<file path="src/rtl/instr_realign_if.sv">
// Fetch-side bus of the instruction realigner.
// Fetch half (frontend -> realigner):
//   valid_i                   fetch word valid this cycle
//   address_i                 byte address of the fetch (bit 1 set: entered mid-word)
//   data_i                    32-bit fetch word, little-endian halves
//   ex_i                      fetch carries a page fault; data_i is ignored
// Slot half (realigner -> instruction queue):
//   valid_o                   per-slot valid, packed from slot 0
//   instr_o                   slot instruction, compressed ones zero-extended
//   addr_o                    slot instruction address
//   ex_o                      slot 0 is an exception entry
//   serving_unaligned_o       a held lower half is pending
//   serving_unaligned_addr_o  address of the pending instruction
interface instr_realign_if #(
    parameter int unsigned INSTR_PER_FETCH = 2
);
    logic                                   valid_i;
    logic [63:0]                            address_i;
    logic [31:0]                            data_i;
    logic                                   ex_i;
    logic [INSTR_PER_FETCH-1:0]             valid_o;
    logic [INSTR_PER_FETCH-1:0][31:0]       instr_o;
    logic [INSTR_PER_FETCH-1:0][63:0]       addr_o;
    logic                                   ex_o;
    logic                                   serving_unaligned_o;
    logic [63:0]                            serving_unaligned_addr_o;

    modport master (
        output valid_i, address_i, data_i, ex_i,
        input  valid_o, instr_o, addr_o, ex_o, serving_unaligned_o, serving_unaligned_addr_o
    );

    modport slave (
        input  valid_i, address_i, data_i, ex_i,
        output valid_o, instr_o, addr_o, ex_o, serving_unaligned_o, serving_unaligned_addr_o
    );
endinterface

</file>
<file path="src/rtl/instr_realign.sv">
// Instruction realigner: splits one 32-bit fetch word per cycle into up to two aligned
// instructions (RVC aware), holding the lower half of a 32-bit instruction that straddles
// a fetch boundary and merging it with the next fetch. Fetch faults become a single
// slot-0 exception entry. All slot outputs are combinational.
// Ports:
//   clk_i    clock
//   rst_ni   asynchronous active-low reset
//   flush_i  discard any held half-instruction; gates outputs this cycle
//   fetch    fetch word in / instruction slots out (instr_realign_if.slave)
module instr_realign #(
    parameter int unsigned INSTR_PER_FETCH = 2
) (
    input  logic             clk_i,
    input  logic             rst_ni,
    input  logic             flush_i,
    instr_realign_if.slave   fetch
);

    if (INSTR_PER_FETCH != 2) begin : g_bad_param
        $error("instr_realign: INSTR_PER_FETCH must be 2 for a 32-bit fetch");
    end

    logic        unaligned_q, unaligned_d;
    logic [15:0] held_q, held_d;
    logic [63:0] held_addr_q, held_addr_d;

    logic [15:0] lo, hi;
    logic        lo_c, hi_c;
    logic [63:0] hi_addr;
    logic        take_hi;

    assign lo   = fetch.data_i[15:0];
    assign hi   = fetch.data_i[31:16];
    assign lo_c = (lo[1:0] != 2'b11);
    assign hi_c = (hi[1:0] != 2'b11);
    // Upper half always sits at word base + 2; address_i bit 1 is irrelevant here.
    assign hi_addr = {fetch.address_i[63:2], 2'b10};

    assign fetch.serving_unaligned_o      = unaligned_q;
    assign fetch.serving_unaligned_addr_o = held_addr_q;

    always_comb begin
        unaligned_d   = unaligned_q;
        held_d        = held_q;
        held_addr_d   = held_addr_q;
        take_hi       = 1'b0;
        fetch.valid_o = '0;
        fetch.instr_o = '0;
        fetch.addr_o  = '0;
        fetch.ex_o    = 1'b0;

        if (fetch.valid_i && !flush_i && rst_ni) begin
            if (fetch.ex_i) begin
                fetch.valid_o[0] = 1'b1;
                fetch.ex_o       = 1'b1;
                fetch.addr_o[0]  = unaligned_q ? held_addr_q : fetch.address_i;
                unaligned_d      = 1'b0;
            end else if (unaligned_q) begin
                fetch.valid_o[0] = 1'b1;
                fetch.instr_o[0] = {lo, held_q};
                fetch.addr_o[0]  = held_addr_q;
                take_hi          = 1'b1;
            end else if (fetch.address_i[1]) begin
                // Entered mid-word: the lower half belongs to an earlier instruction.
                if (hi_c) begin
                    fetch.valid_o[0] = 1'b1;
                    fetch.instr_o[0] = {16'h0, hi};
                    fetch.addr_o[0]  = fetch.address_i;
                end else begin
                    held_d      = hi;
                    held_addr_d = fetch.address_i;
                    unaligned_d = 1'b1;
                end
            end else if (lo_c) begin
                fetch.valid_o[0] = 1'b1;
                fetch.instr_o[0] = {16'h0, lo};
                fetch.addr_o[0]  = fetch.address_i;
                take_hi          = 1'b1;
            end else begin
                fetch.valid_o[0] = 1'b1;
                fetch.instr_o[0] = fetch.data_i;
                fetch.addr_o[0]  = fetch.address_i;
                unaligned_d      = 1'b0;
            end

            if (take_hi) begin
                if (hi_c) begin
                    fetch.valid_o[1] = 1'b1;
                    fetch.instr_o[1] = {16'h0, hi};
                    fetch.addr_o[1]  = hi_addr;
                    unaligned_d      = 1'b0;
                end else begin
                    held_d      = hi;
                    held_addr_d = hi_addr;
                    unaligned_d = 1'b1;
                end
            end
        end

        if (flush_i) begin
            unaligned_d = 1'b0;
        end
    end

    always_ff @(posedge clk_i or negedge rst_ni) begin
        if (!rst_ni) begin
            unaligned_q <= 1'b0;
            held_q      <= '0;
            held_addr_q <= '0;
        end else begin
            unaligned_q <= unaligned_d;
            held_q      <= held_d;
            held_addr_q <= held_addr_d;
        end
    end

endmodule

</file>
<file path="src/flat_wrapper.sv">
// flat-port wrapper written by rule: the top's interface ports become plain ports
module instr_realign_flat 
#(
    parameter int unsigned INSTR_PER_FETCH = 2
)
  (clk_i, rst_ni, flush_i, fetch_valid_i, fetch_address_i, fetch_data_i, fetch_ex_i, fetch_valid_o, fetch_instr_o, fetch_addr_o, fetch_ex_o, fetch_serving_unaligned_o, fetch_serving_unaligned_addr_o);
  instr_realign_if #(.INSTR_PER_FETCH(INSTR_PER_FETCH)) fetch_i ();
  input  logic clk_i;
  input  logic rst_ni;
  input  logic flush_i;
  input wire logic [$bits(fetch_i.valid_i)-1:0] fetch_valid_i;
  input wire logic [$bits(fetch_i.address_i)-1:0] fetch_address_i;
  input wire logic [$bits(fetch_i.data_i)-1:0] fetch_data_i;
  input wire logic [$bits(fetch_i.ex_i)-1:0] fetch_ex_i;
  output wire logic [$bits(fetch_i.valid_o)-1:0] fetch_valid_o;
  output wire logic [$bits(fetch_i.instr_o)-1:0] fetch_instr_o;
  output wire logic [$bits(fetch_i.addr_o)-1:0] fetch_addr_o;
  output wire logic [$bits(fetch_i.ex_o)-1:0] fetch_ex_o;
  output wire logic [$bits(fetch_i.serving_unaligned_o)-1:0] fetch_serving_unaligned_o;
  output wire logic [$bits(fetch_i.serving_unaligned_addr_o)-1:0] fetch_serving_unaligned_addr_o;
  assign fetch_i.valid_i = fetch_valid_i;
  assign fetch_i.address_i = fetch_address_i;
  assign fetch_i.data_i = fetch_data_i;
  assign fetch_i.ex_i = fetch_ex_i;
  assign fetch_valid_o = fetch_i.valid_o;
  assign fetch_instr_o = fetch_i.instr_o;
  assign fetch_addr_o = fetch_i.addr_o;
  assign fetch_ex_o = fetch_i.ex_o;
  assign fetch_serving_unaligned_o = fetch_i.serving_unaligned_o;
  assign fetch_serving_unaligned_addr_o = fetch_i.serving_unaligned_addr_o;
  instr_realign #(.INSTR_PER_FETCH(INSTR_PER_FETCH)) u_core (.clk_i(clk_i), .rst_ni(rst_ni), .flush_i(flush_i), .fetch(fetch_i));
endmodule
</file>
<file path="config.mk">
export PLATFORM = sky130hd
export DESIGN_NAME = instr_realign_flat
export DESIGN_NICKNAME = d
export VERILOG_FILES = /design/src/rtl/instr_realign_if.sv /design/src/rtl/instr_realign.sv /design/src/flat_wrapper.sv
export SDC_FILE = /design/constraint.sdc
export NUM_CORES = 1
export LEC_CHECK = 0
export BUFFER_PORTS_ARGS = -buffer_cell sky130_fd_sc_hd__buf_2
export CAP_MARGIN = 20
export CORE_AREA = 2 2 139 141
export DETAILED_ROUTE_END_ITERATION = 7
export DIE_AREA = 0 0 141 143
export PLACE_DENSITY_LB_ADDON = 0.08
export SETUP_SLACK_MARGIN = 0.05
export SLEW_MARGIN = 10
export SYNTH_ARGS = -nofsm -noshare
export SYNTH_HDL_FRONTEND = slang
export SYNTH_SLANG_ARGS = --single-unit
</file>
<file path="constraint.sdc">
create_clock -name clk_i -period 1.88 [get_ports clk_i]
set_input_delay 0.376 -clock clk_i [delete_from_list [all_inputs] [get_ports clk_i]]
set_output_delay 0.376 -clock clk_i [all_outputs]
set_load 0.03 [all_outputs]
</file>
=== Yosys cells after proc, flatten, opt, wreduce, memory -nomap -nowiden ===
Index checks and enable logic that the tools add are counted.

* Flip-flop bits (word level): 81
* Input port bits: 101
* Logic and storage cells: 56

* Reductions and logical operators: 4
* Multiplexer cells: 47
* Equal/unequal tests: 2

{| class="wikitable"
|+ Operator list
! kind !! number
|-
| $mux 64 || 14
|-
| $mux 32 || 5
|-
| $mux 128 || 1
|-
| $mux 16 || 7
|-
| $mux 1 || 19
|-
| $ne 2x2->1 const B || 2
|-
| $logic_and 1x1->1 || 2
|-
| $mux 2 || 1
|-
| $reduce_bool 2->1 || 1
|-
| $logic_not 1->1 || 1
|}

=== Logic depth before layout (Yosys ltp) ===
Gate-level depths: netlist of the first run.

* Depth after elaboration: 9
* Mapped depth: 6

=== Worst setup path after synthesis of the first run ===
OpenSTA, ideal clock, no wires.

* Path type: reg2out
* Start: register u_core.unaligned_q, in the netlist u_core.fetch.serving_unaligned_o
* End: output fetch_addr_o[1]
* Arrival: 2.162 ns
* Stages on the path, launching flop included: 6
* Setup slack: -0.658 ns
* Data required time: 1.504 ns
* Cells stage by stage: dfrtp_1 clkbuf_1 clkbuf_1 clkbuf_1 nand2_1 a21boi_0

* Word-level cells in the longest chain between the ends: 3

{| class="wikitable"
|+ Ends and longest elaborated chain
! what !! RTL line !! source
|-
| start: declaration || instr_realign.sv:23 || <nowiki>logic unaligned_q, unaligned_d;</nowiki>
|-
| start signal: assignment || instr_realign.sv:111 || <nowiki>unaligned_q <= unaligned_d;</nowiki>
|-
| $mux 64, on equally long branches || instr_realign.sv:58, instr_realign.sv:56 ||
|-
| $mux 64 * || instr_realign.sv:53 || <nowiki>if (fetch.ex_i) begin</nowiki>
|-
| $mux 128 * || instr_realign.sv:52 || <nowiki>if (fetch.valid_i && !flush_i && rst_ni) begin</nowiki>
|-
| end: declaration || flat_wrapper.sv:17 || <nowiki>output wire logic [$bits(fetch_i.addr_o)-1:0] fetch_addr_o;</nowiki>
|}

Mark *: on every way between the ends. The rest lies on a longest branch, timed or not.

=== Worst setup path in the final report of the first run ===
* Start: register u_core.unaligned_q, in the netlist u_core.fetch.serving_unaligned_o
* End: output fetch_addr_o[43]

Same word-level chain as after synthesis.

==> flow_metrics.env, run 1 <==
export IMPL_leakagePower_nw=4.42
export IMPL_top_level_ports=361
export IMPL_nNetsFinal=992
export IMPL_numCtsBuffers=9
export IMPL_synth_top_cells_by_area="dfrtp_1 (39%), mux2_2 (13%), mux2i_1 (12%)"
export IMPL_htree_levels=3
export IMPL_violations="setup timing"
export IMPL_slew_headroom_pct=53.2
export IMPL_drt_pass1_iter_count=4
export IMPL_synth_cell_type_count=32
export IMPL_grt_pass1_vias=5487
export IMPL_cp_max_fo=15
export IMPL_cts_tree="done"
export IMPL_critical_path_class="register to output port"
export IMPL_fin_skew_ps=5.07
export IMPL_antenna_found_initial=0
export IMPL_wl_um=20000
export IMPL_hold_path_class="primary input to async pin"
export IMPL_placed_area_um2=7940
export IMPL_power_total_mw=6.15
export IMPL_synthToLayoutAreaGrowth_pct=77.0
export IMPL_outcome="complete, but fails checks"
export IMPL_grt_first_pass_wirelength_um=30000
export IMPL_die_y_um=143
export IMPL_synthesis_instances=534
export IMPL_start_util_pct=28.1
export IMPL_cp_end_kind="output port"
export IMPL_design_area_um2=9250
export IMPL_clockBufferDepth=2
export IMPL_wl_per_cell_um=17.7
export IMPL_grt_util_all_layers_pct=19.0
export IMPL_grt_ovfl_total=0
export IMPL_start_kind="register"
export IMPL_fmax_ghz=0.436
export IMPL_power_density_nw_per_um2=665
export IMPL_ant_nets=0
export IMPL_post_dp_hpwl_um=14200
export IMPL_peakVddDrop_mv=0.456
export IMPL_worstMarginPinSlew_ps=701
export IMPL_place_inst=1098
export IMPL_hold_violations=0
export IMPL_avgViaCountPerCell=4.79
export IMPL_worstPathRequired_ps=1500
export IMPL_yosysSeqAreaShare_pct=38.8
export IMPL_drv_slew=0
export IMPL_final_min_clock_period_ps=2290
export IMPL_antenna_cells=0
export IMPL_coreArea_um2=18600
export IMPL_die_area_um2=20200
export IMPL_ctsHoldBuffers=0
export IMPL_drt_first_iter_violations=86
export IMPL_rsz0062_at_grt="true"
export IMPL_fp_dieW_um=141
export IMPL_clk_pin_slew_ps=60
export IMPL_routabilityCongestion=0.809
export IMPL_synth_top_area_share_pct=38.8
export IMPL_postSynthAreaPerCell_um2=9.79
export IMPL_fin_crit_sh_pct=122
export IMPL_synth_top_cell_by_area="dfrtp_1"
export IMPL_drv_cap=0
export IMPL_clock_latency_ps=330
export IMPL_cts_sinks=81
export IMPL_rows=50
export IMPL_drc=0
export IMPL_postSynthRegisterBits=81
export IMPL_clock_root_buffer="clkbuf_16"
export IMPL_yosys_warnings=0
export IMPL_grt_start_max_net_pins=54
export IMPL_final_cell_count_no_fill=1129
export IMPL_vias=5408
export IMPL_fin_ws_ps=-415
export IMPL_port_buffers=343
export IMPL_drive_gt1_share_pct=70.8
export IMPL_synthesis_area_um2=5230
export IMPL_cp_arrival_ps=1920
export IMPL_setup_viol=257
==> synth_stat cells <==
cell type and instances:
a211oi_1 1, a21boi_0 1, a21oi_1 18, a22oi_1 29
and2_1 77, and3b_1 3, buf_1 3, buf_2 16
buf_4 18, clkbuf_1 24, conb_1 1, dfrtp_1 81
inv_1 4, mux2_1 16, mux2_2 60, mux2i_1 63
nand2_1 4, nand3_1 14, nand4b_1 1, nand4bb_1 1
nor2_1 80, nor2b_1 3, nor3_4 1, nor3b_1 3
nor4bb_1 1, o2111a_1 1, o211ai_1 1, o21ai_0 2
o21ai_1 1, o21bai_1 1, o2bb2ai_1 1, or2_2 4
==> power breakdown <==
group          internal (mW)  total [mW]  switching [mW]  leakage [nW]
registers               2.08        2.33           0.252          1.04
logic                  0.789        2.11            1.32          3.25
clock network           1.02        1.71           0.689         0.133
total                   3.89        6.15            2.26          4.42
==> cell type report <==
cell class | count | area, um^2
clock buffer | 12 | 236
timing repair buffer | 391 | 3020
sequential | 81 | 2030
fill | 1741 | 9330
tap | 234 | 293
inverter | 4 | 15.0
multi-input combinational | 404 | 3610
clock inverter | 3 | 42.5
==> registers in the layout, indices dropped and copies added, names as in the netlist <==
register,count
u_core.held_q,16
u_core.fetch.serving_unaligned_addr_o,64
u_core.fetch.serving_unaligned_o,1
==> placed cells by master (no fill, tap or decap), types with 9 or more instances in the layout <==
| master | count |
|---|---|
| conb_1 | 17 |
| nor2_4 | 10 |
| and2_2 | 9 |
| and2_4 | 31 |
| buf_4 | 26 |
| buf_2 | 242 |
| a22oi_2 | 13 |
| mux2_2 | 60 |
| dfrtp_1 | 80 |
| mux2i_1 | 63 |
| mux2_1 | 16 |
| a21oi_4 | 13 |
| a22oi_1 | 16 |
| and2_1 | 37 |
| clkbuf_16 | 10 |
| buf_12 | 15 |
| nor2_2 | 68 |
| buf_6 | 99 |
==> worst max-delay path, stage by stage, from the launching register on <==
cell      delay [ps]
dfrtp_4          510
nand4b_1         260
o21ai_4          260
buf_6            170
buf_12           170
nor2_2            70
buf_6            140
==> per-layer routing <==
metal | share of wire (%) | wire length (um) | track usage [%]
met4 | 1.6 | 316 | 5.84
met1 | 38 | 7690 | 21.6
met3 | 5.8 | 1160 | 3.52
met5 | 0 | 0 | 0
met2 | 54 | 10800 | 36.1
==> logic make-up after synthesis <==
group           synth area share, %
compound gates                 7.13
buf+inv                        6.34
flops                          38.8
mux                            28.4
other cells                  0.0717
simple gates                   19.2
==> worst paths after layout <==
path | start | end | slack [ps] | depth (start not counted)
max reg2reg | u_core.fetch.serving_unaligned_o | u_core.fetch.serving_unaligned_addr_o[28] | -120 | 7
max | u_core.fetch.serving_unaligned_o | fetch_addr_o[43] | -410 | 6
min in group clk_i | fetch_address_i[0] | u_core.fetch.serving_unaligned_addr_o[0] | 270 | 2
max in group asynchronous | rst_ni | u_core.held_q[5] | 610 | 4
min | rst_ni | u_core.fetch.serving_unaligned_addr_o[32] | 220 | 3
min reg2reg | u_core.held_q[0] | u_core.held_q[0] | 470 | 1
==> metrics by stage <==
step,hold WS [ps],setup slack (ps),utilization (%),TNS [ps]
2_1_floorplan,80.4,4.64,-,0
3_3_place_gp,453,-198,42.7,-22930
3_5_place_dp,461,-212,42.7,-24030
4_1_cts,224,-466,48.0,-69800
5_1_grt,240,-524,49.8,-86750
6_report,216,-415,49.8,-68350
==> what timing repair did <==
action                                  in CTS  in global routing
pin swaps                                   17                 11
buffers inserted                             9                  1
endpoints found under the hold margin        0                  0
endpoints found under the setup margin     177                257
gates cloned                                 5                  1
resized for setup                          158                100
No activity file was read; power rests on OpenSTA's default activity.
==> run 2: changes to the inputs <==
--- a/config.mk
+++ b/config.mk
@@ -16,3 +16,4 @@
 export SYNTH_ARGS = -nofsm -noshare
 export SYNTH_HDL_FRONTEND = slang
 export SYNTH_SLANG_ARGS = --single-unit
+export TNS_END_PERCENT = 20
==> run 2 against run 1 <==
Cell count is essentially flat. Critical path type unchanged. Clock skew is 2.7 ps higher. Routed wire length down 2.6%. Via count up 0.76%. Register-to-register slack improved by 80 ps. Critical path depth did not move. Critical endpoint is now fetch_addr_o[66]. The flow still finishes with violations (setup timing). Cell area is 1.5% higher. Clock power increased by 15%. Worst hold slack better by 7.5 ps.
==> flow_metrics.env, run 2 (synthesized netlist as in run 1, its figures left out) <==
export IMPL_wl_per_cell_um=17.2
export IMPL_fin_skew_ps=7.79
export IMPL_numCtsBuffers=9
export IMPL_final_cell_mix="buf_2 (168), buf_6 (123), dfrtp_1 (80), buf_4 (79), mux2i_1 (63)"
export IMPL_grt_start_max_net_pins=57
export IMPL_drt_pass1_iter_count=4
export IMPL_rows=50
export IMPL_peakVddDrop_mv=0.397
export IMPL_avgViaCountPerCell=4.83
export IMPL_critical_path_top_delay_family="buffers and inverters"
export IMPL_power_density_nw_per_um2=678
export IMPL_final_min_clock_period_ps=2340
export IMPL_cts_sinks=81
export IMPL_regArea_um2=2030
export IMPL_cts_tree="done"
export IMPL_slew_headroom_pct=48.7
export IMPL_outcome="complete, but fails checks"
export IMPL_critical_path_class="register to output port"
export IMPL_die_y_um=143
export IMPL_final_common_cell="buf_2"
export IMPL_nFillCells=1736
export IMPL_crit_path_frequent_cell="buf_4"
export IMPL_max_stage_delay_ps=500
export IMPL_grt_util_all_layers_pct=17.9
export IMPL_path_cells="buf_4 > buf_4 > o2111a_2 > buf_12 > and2_1 > buf_4"
export IMPL_antenna_cells=0
export IMPL_wl_met1_um=7640
export IMPL_cp_slowest_cell="dfrtp_4"
export IMPL_cp_arrival_ps=1970
export IMPL_wl_met3_um=1220
export IMPL_largest_reg_flops=64
export IMPL_post_dp_hpwl_um=13900
export IMPL_drc=0
export IMPL_clock_latency_ps=340
export IMPL_fin_crit_sh_pct=125
export IMPL_cp_end_kind="output port"
export IMPL_setup_tns_ps=-71210
export IMPL_drv_slew=0
export IMPL_rsz0062_at_grt="true"
export IMPL_cp_depth=6
export IMPL_multi_input_area_um2=3520
export IMPL_fin_util_pct=50.5
export IMPL_rr_worst_depth=6
export IMPL_violations="setup timing"
export IMPL_setup_viol=198
export IMPL_nNetsFinal=990
export IMPL_clock_root_buffer="clkbuf_16"
export IMPL_start_kind="register"
export IMPL_worstMarginPinSlew_ps=769
export IMPL_hold_path_class="primary input to async pin"
export IMPL_fin_ws_ps=-464
export IMPL_top_layer="met4"
export IMPL_grt_pass1_vias=5365
export IMPL_top_level_ports=361
export IMPL_wl_met2_um=10300
export IMPL_wl_um=19500
export IMPL_vias=5449
export IMPL_drive_gt1_share_pct=67.4
export IMPL_fp_dieW_um=141
export IMPL_path_buf_inv=4
export IMPL_grt_ovfl_total=0
export IMPL_antenna_found_initial=0
export IMPL_port_buffers=343
export IMPL_cp_max_fo=43
export IMPL_synthToLayoutAreaGrowth_pct=79.7
export IMPL_drt_first_iter_violations=145
export IMPL_routabilityCongestion=0.789
export IMPL_die_area_um2=20200
export IMPL_grt_first_pass_wirelength_um=28700
export IMPL_clk_pin_slew_ps=70
export IMPL_coreArea_um2=18600
export IMPL_ant_nets=0
export IMPL_drv_cap=0
export IMPL_start_util_pct=28.1
export IMPL_clockBufferDepth=2
export IMPL_worstPathRequired_ps=1500
export IMPL_fmax_ghz=0.427
export IMPL_leakagePower_nw=4.44
export IMPL_hold_violations=0
export IMPL_whs_ps=224
export IMPL_htree_levels=3
-- run 2: changes by cell type in the layout (fill, tap and decap cells not counted), moves of 9 or more --
cell    before  now
buf_6       99  123
nor2_2      68   40
nor2_1       2   39
buf_2      242  168
nor2_4      10    1
and2_4      31   40
buf_4       26   79
-- run 2: layout make-up --
cell class / instances / share of cell area (%)
clock inverters: 6 / 0.933
repair buffers: 389 / 34.1
well taps: 234 / 3.12
flip-flops and latches: 81 / 21.6
clock buffers: 10 / 2.54
multi-input cells: 404 / 37.5
inverters: 4 / 0.187
-- run 2: final timing paths --
kind	slack (ps)	from	endpoint
setup / recovery	-460	u_core.fetch.serving_unaligned_o	fetch_addr_o[66]
hold / removal	220	rst_ni	u_core.fetch.serving_unaligned_o
setup reg to reg	-40	u_core.fetch.serving_unaligned_o	u_core.fetch.serving_unaligned_addr_o[23]
hold reg to reg	480	u_core.held_q[0]	u_core.held_q[0]
max in group asynchronous	1090	rst_ni	u_core.fetch.serving_unaligned_addr_o[27]
min in group clk_i	270	fetch_address_i[0]	u_core.fetch.serving_unaligned_addr_o[0]
-- run 2: where the power goes --
group / switching, mW / internal [mW]
clock: 0.756 / 1.21
combinational: 1.30 / 0.787
sequential: 0.245 / 2.08
-- run 2: worst reg2reg max path, stage by stage (launching register included) --
cell and delay (ps):
dfrtp_4 500, buf_12 130, nor4bb_4 390, buf_12 180, nor3_4 50, buf_12 180
mux2_1 370
-- run 2: stage by stage --
stage / instances / total power [mW] / setup slack, ps / instance area (um^2)
detailed placement: 1104 / 4.30 / -243 / 7840
CTS: 1121 / 6.37 / -486 / 8800
global placement: 1104 / 4.28 / -233 / 7840
floorplan: 550 / 3.56 / 4.64 / 5700
global route: 1128 / 6.69 / -516 / 9390
finish: 1128 / 6.37 / -464 / 9390
-- run 2: layer usage --
metal	GRT usage, %	vias up
met2	33.0	233
met1	20.7	2681
li1	-	2518
met3	4.12	17
met4	5.26	0
met5	0	-
-- run 2: repair_timing --
item / 4_1_cts / 5_1_grt
pin swaps: 7 / 41
gates cloned: 0 / 4
endpoints found under the setup margin: 179 / 222
buffers inserted: 1 / 3
resized for setup: 219 / 150
hold buffers: 0 / 0
==> run 3: changes to the inputs <==
--- a/config.mk
+++ b/config.mk
@@ -6,12 +6,13 @@
 export NUM_CORES = 1
 export LEC_CHECK = 0
 export BUFFER_PORTS_ARGS = -buffer_cell sky130_fd_sc_hd__buf_2
-export CAP_MARGIN = 20
 export CORE_AREA = 2 2 139 141
 export DETAILED_ROUTE_END_ITERATION = 7
 export DIE_AREA = 0 0 141 143
 export PLACE_DENSITY_LB_ADDON = 0.08
+export REMOVE_ABC_BUFFERS = 1
 export SETUP_SLACK_MARGIN = 0.05
+export SKIP_CTS_REPAIR_TIMING = 1
 export SLEW_MARGIN = 10
 export SYNTH_ARGS = -nofsm -noshare
 export SYNTH_HDL_FRONTEND = slang
==> run 3 against run 2 <==
Sequential share of layout area grew 3.3 points. Flip-flop and latch count is the same. The flow still finishes with violations (setup timing). Routed wire length shrank 3.0%. Global-route usage shrank 0.90 points. Maximum frequency grew 1.3%. Core utilization shrank 6.6 points. Clock skew shrank 2.5 ps. Non-clock buffer count grew 2. Critical path depth is the same. Sequential power is essentially flat. Combinational power shrank 6%. Cell area shrank 13%.
==> flow_metrics.env, run 3 (synthesized netlist as in run 1, its figures left out) <==
export IMPL_antenna_found_initial=0
export IMPL_fp_dieW_um=141
export IMPL_rows=50
export IMPL_grt_util_all_layers_pct=17.0
export IMPL_drive_gt1_share_pct=55.6
export IMPL_power_frac_comb_pct=31.1
export IMPL_rsz0062_at_grt="true"
export IMPL_slew_headroom_pct=36.9
export IMPL_setup_viol=177
export IMPL_cp_max_fo=15
export IMPL_leakagePower_nw=4.28
export IMPL_wl_um=18900
export IMPL_start_util_pct=28.1
export IMPL_clock_latency_ps=340
export IMPL_grt_pass1_vias=5207
export IMPL_rrSetupSlack_ps=20
export IMPL_grt_ovfl_total=0
export IMPL_dpl_worst_slack_ps=-139
export IMPL_port_buffers=343
export IMPL_final_cell_mix="buf_2 (301), dfrtp_1 (80), nor2_1 (78), and2_1 (76), mux2i_1 (63)"
export IMPL_outcome="complete, but fails checks"
export IMPL_final_min_clock_period_ps=2310
export IMPL_fin_ws_ps=-433
export IMPL_die_area_um2=20200
export IMPL_die_y_um=143
export IMPL_drt_first_iter_violations=168
export IMPL_hold_path_class="primary input to register"
export IMPL_critical_path_class="register to output port"
export IMPL_drv_slew=0
export IMPL_fin_crit_sh_pct=123
export IMPL_drt_pass1_iter_count=4
export IMPL_cts_tree="done"
export IMPL_antenna_cells=0
export IMPL_peakVddDrop_mv=0.396
export IMPL_cp_end_kind="output port"
export IMPL_top_level_ports=361
export IMPL_start_kind="register"
export IMPL_fmax_ghz=0.432
export IMPL_violations="setup timing"
export IMPL_grt_first_pass_wirelength_um=27400
export IMPL_synthToLayoutAreaGrowth_pct=56.2
export IMPL_clkPwrFrac_pct=32.1
export IMPL_post_dp_hpwl_um=13400
export IMPL_clockBufferDepth=2
export IMPL_worstMarginPinSlew_ps=947
export IMPL_drv_cap=0
export IMPL_htree_levels=3
export IMPL_clk_pin_slew_ps=60
export IMPL_cp_arrival_ps=1940
export IMPL_largest_reg_flops=64
export IMPL_seq_power_share_pct=36.9
export IMPL_drc=0
export IMPL_grt_start_max_net_pins=72
export IMPL_numCtsBuffers=9
export IMPL_coreArea_um2=18600
export IMPL_ant_nets=0
export IMPL_avgViaCountPerCell=4.75
export IMPL_p_sw_share_pct=34.9
export IMPL_switching_power_mw=2.20
export IMPL_hold_violations=0
export IMPL_intPower_mw=4.10
export IMPL_clock_root_buffer="clkbuf_16"
export IMPL_worstPathRequired_ps=1500
export IMPL_wl_per_cell_um=16.7
export IMPL_cts_sinks=81
export IMPL_nNetsFinal=992
export IMPL_routabilityCongestion=0.770
export IMPL_power_density_nw_per_um2=771
export IMPL_final_common_cell="buf_2"
export IMPL_fin_skew_ps=5.30
export IMPL_whs_ps=272
export IMPL_vias=5364
-- run 3: cell count changes in the layout (fill, tap and decap cells not counted), sizes merged --
cell,previous run,this run
bufinv,2,3
inv,6,5
buf,385,387
dlygate4sd3,0,1
clkinv,2,1
clkbuf,14,13
-- run 3: final timing paths --
check	start	to	cells past startpoint
max	u_core.fetch.serving_unaligned_o	fetch_addr_o[59]	6
min	fetch_address_i[0]	u_core.fetch.serving_unaligned_addr_o[0]	2
max reg2reg	u_core.fetch.serving_unaligned_o	u_core.fetch.serving_unaligned_addr_o[18]	6
min reg2reg	u_core.held_q[0]	u_core.held_q[0]	1
max in group asynchronous	rst_ni	u_core.fetch.serving_unaligned_o	3
min in group asynchronous	rst_ni	u_core.fetch.serving_unaligned_addr_o[1]	3
-- run 3: worst max-delay path: stages, from the launching register on --
cell and delay [ps]:
dfrtp_4 510, nand4b_1 300, o21ai_4 220, buf_12 160, buf_12 150, nor2_1 60, buf_2 180
-- run 3: layout make-up --
cell class                      instances  area, um^2
Fill cell                            1849       10400
Multi-Input combinational cell        404        3070
Timing Repair Buffer                  391        2420
Sequential cell                        81        2030
Tap cell                              234         293
Clock buffer                           10         229
Clock inverter                          5         104
Inverter                                4        15.0
-- run 3: per-layer routing --
metal	track usage (%)	routed length (um)	up-vias
li1	-	-	2519
met1	20.4	8090	2577
met2	30.9	9440	255
met3	3.29	1130	13
met4	5.21	208	0
met5	0	0	-
-- run 3: power by group through the flow --
| stage | logic (mW) | clock network (mW) | registers, mW |
|---|---|---|---|
| detailed placement | 1.87 | 0 | 2.34 |
| global route | 2.08 | 2.14 | 2.37 |
| CTS | 1.87 | 2.08 | 2.32 |
| finish | 1.96 | 2.02 | 2.32 |
| global placement | 1.85 | 0 | 2.34 |
| floorplan | 0.619 | 0 | 2.85 |
-- run 3: per-stage QoR --
| step | std cells | power (mW) | TNS, ps | instance area (um^2) | utilization (%) |
|---|---|---|---|---|---|
| final | 1129 | 6.30 | -59840 | 8160 | 43.9 |
| after global placement | 1102 | 4.19 | -14460 | 7380 | 39.7 |
| after floorplan | 489 | 3.47 | -979360 | 4970 | - |
| after CTS | 1117 | 6.27 | -69260 | 7720 | 41.5 |
| after global routing | 1129 | 6.59 | -72920 | 8160 | 43.9 |
| after detailed placement | 1102 | 4.21 | -14890 | 7380 | 39.7 |
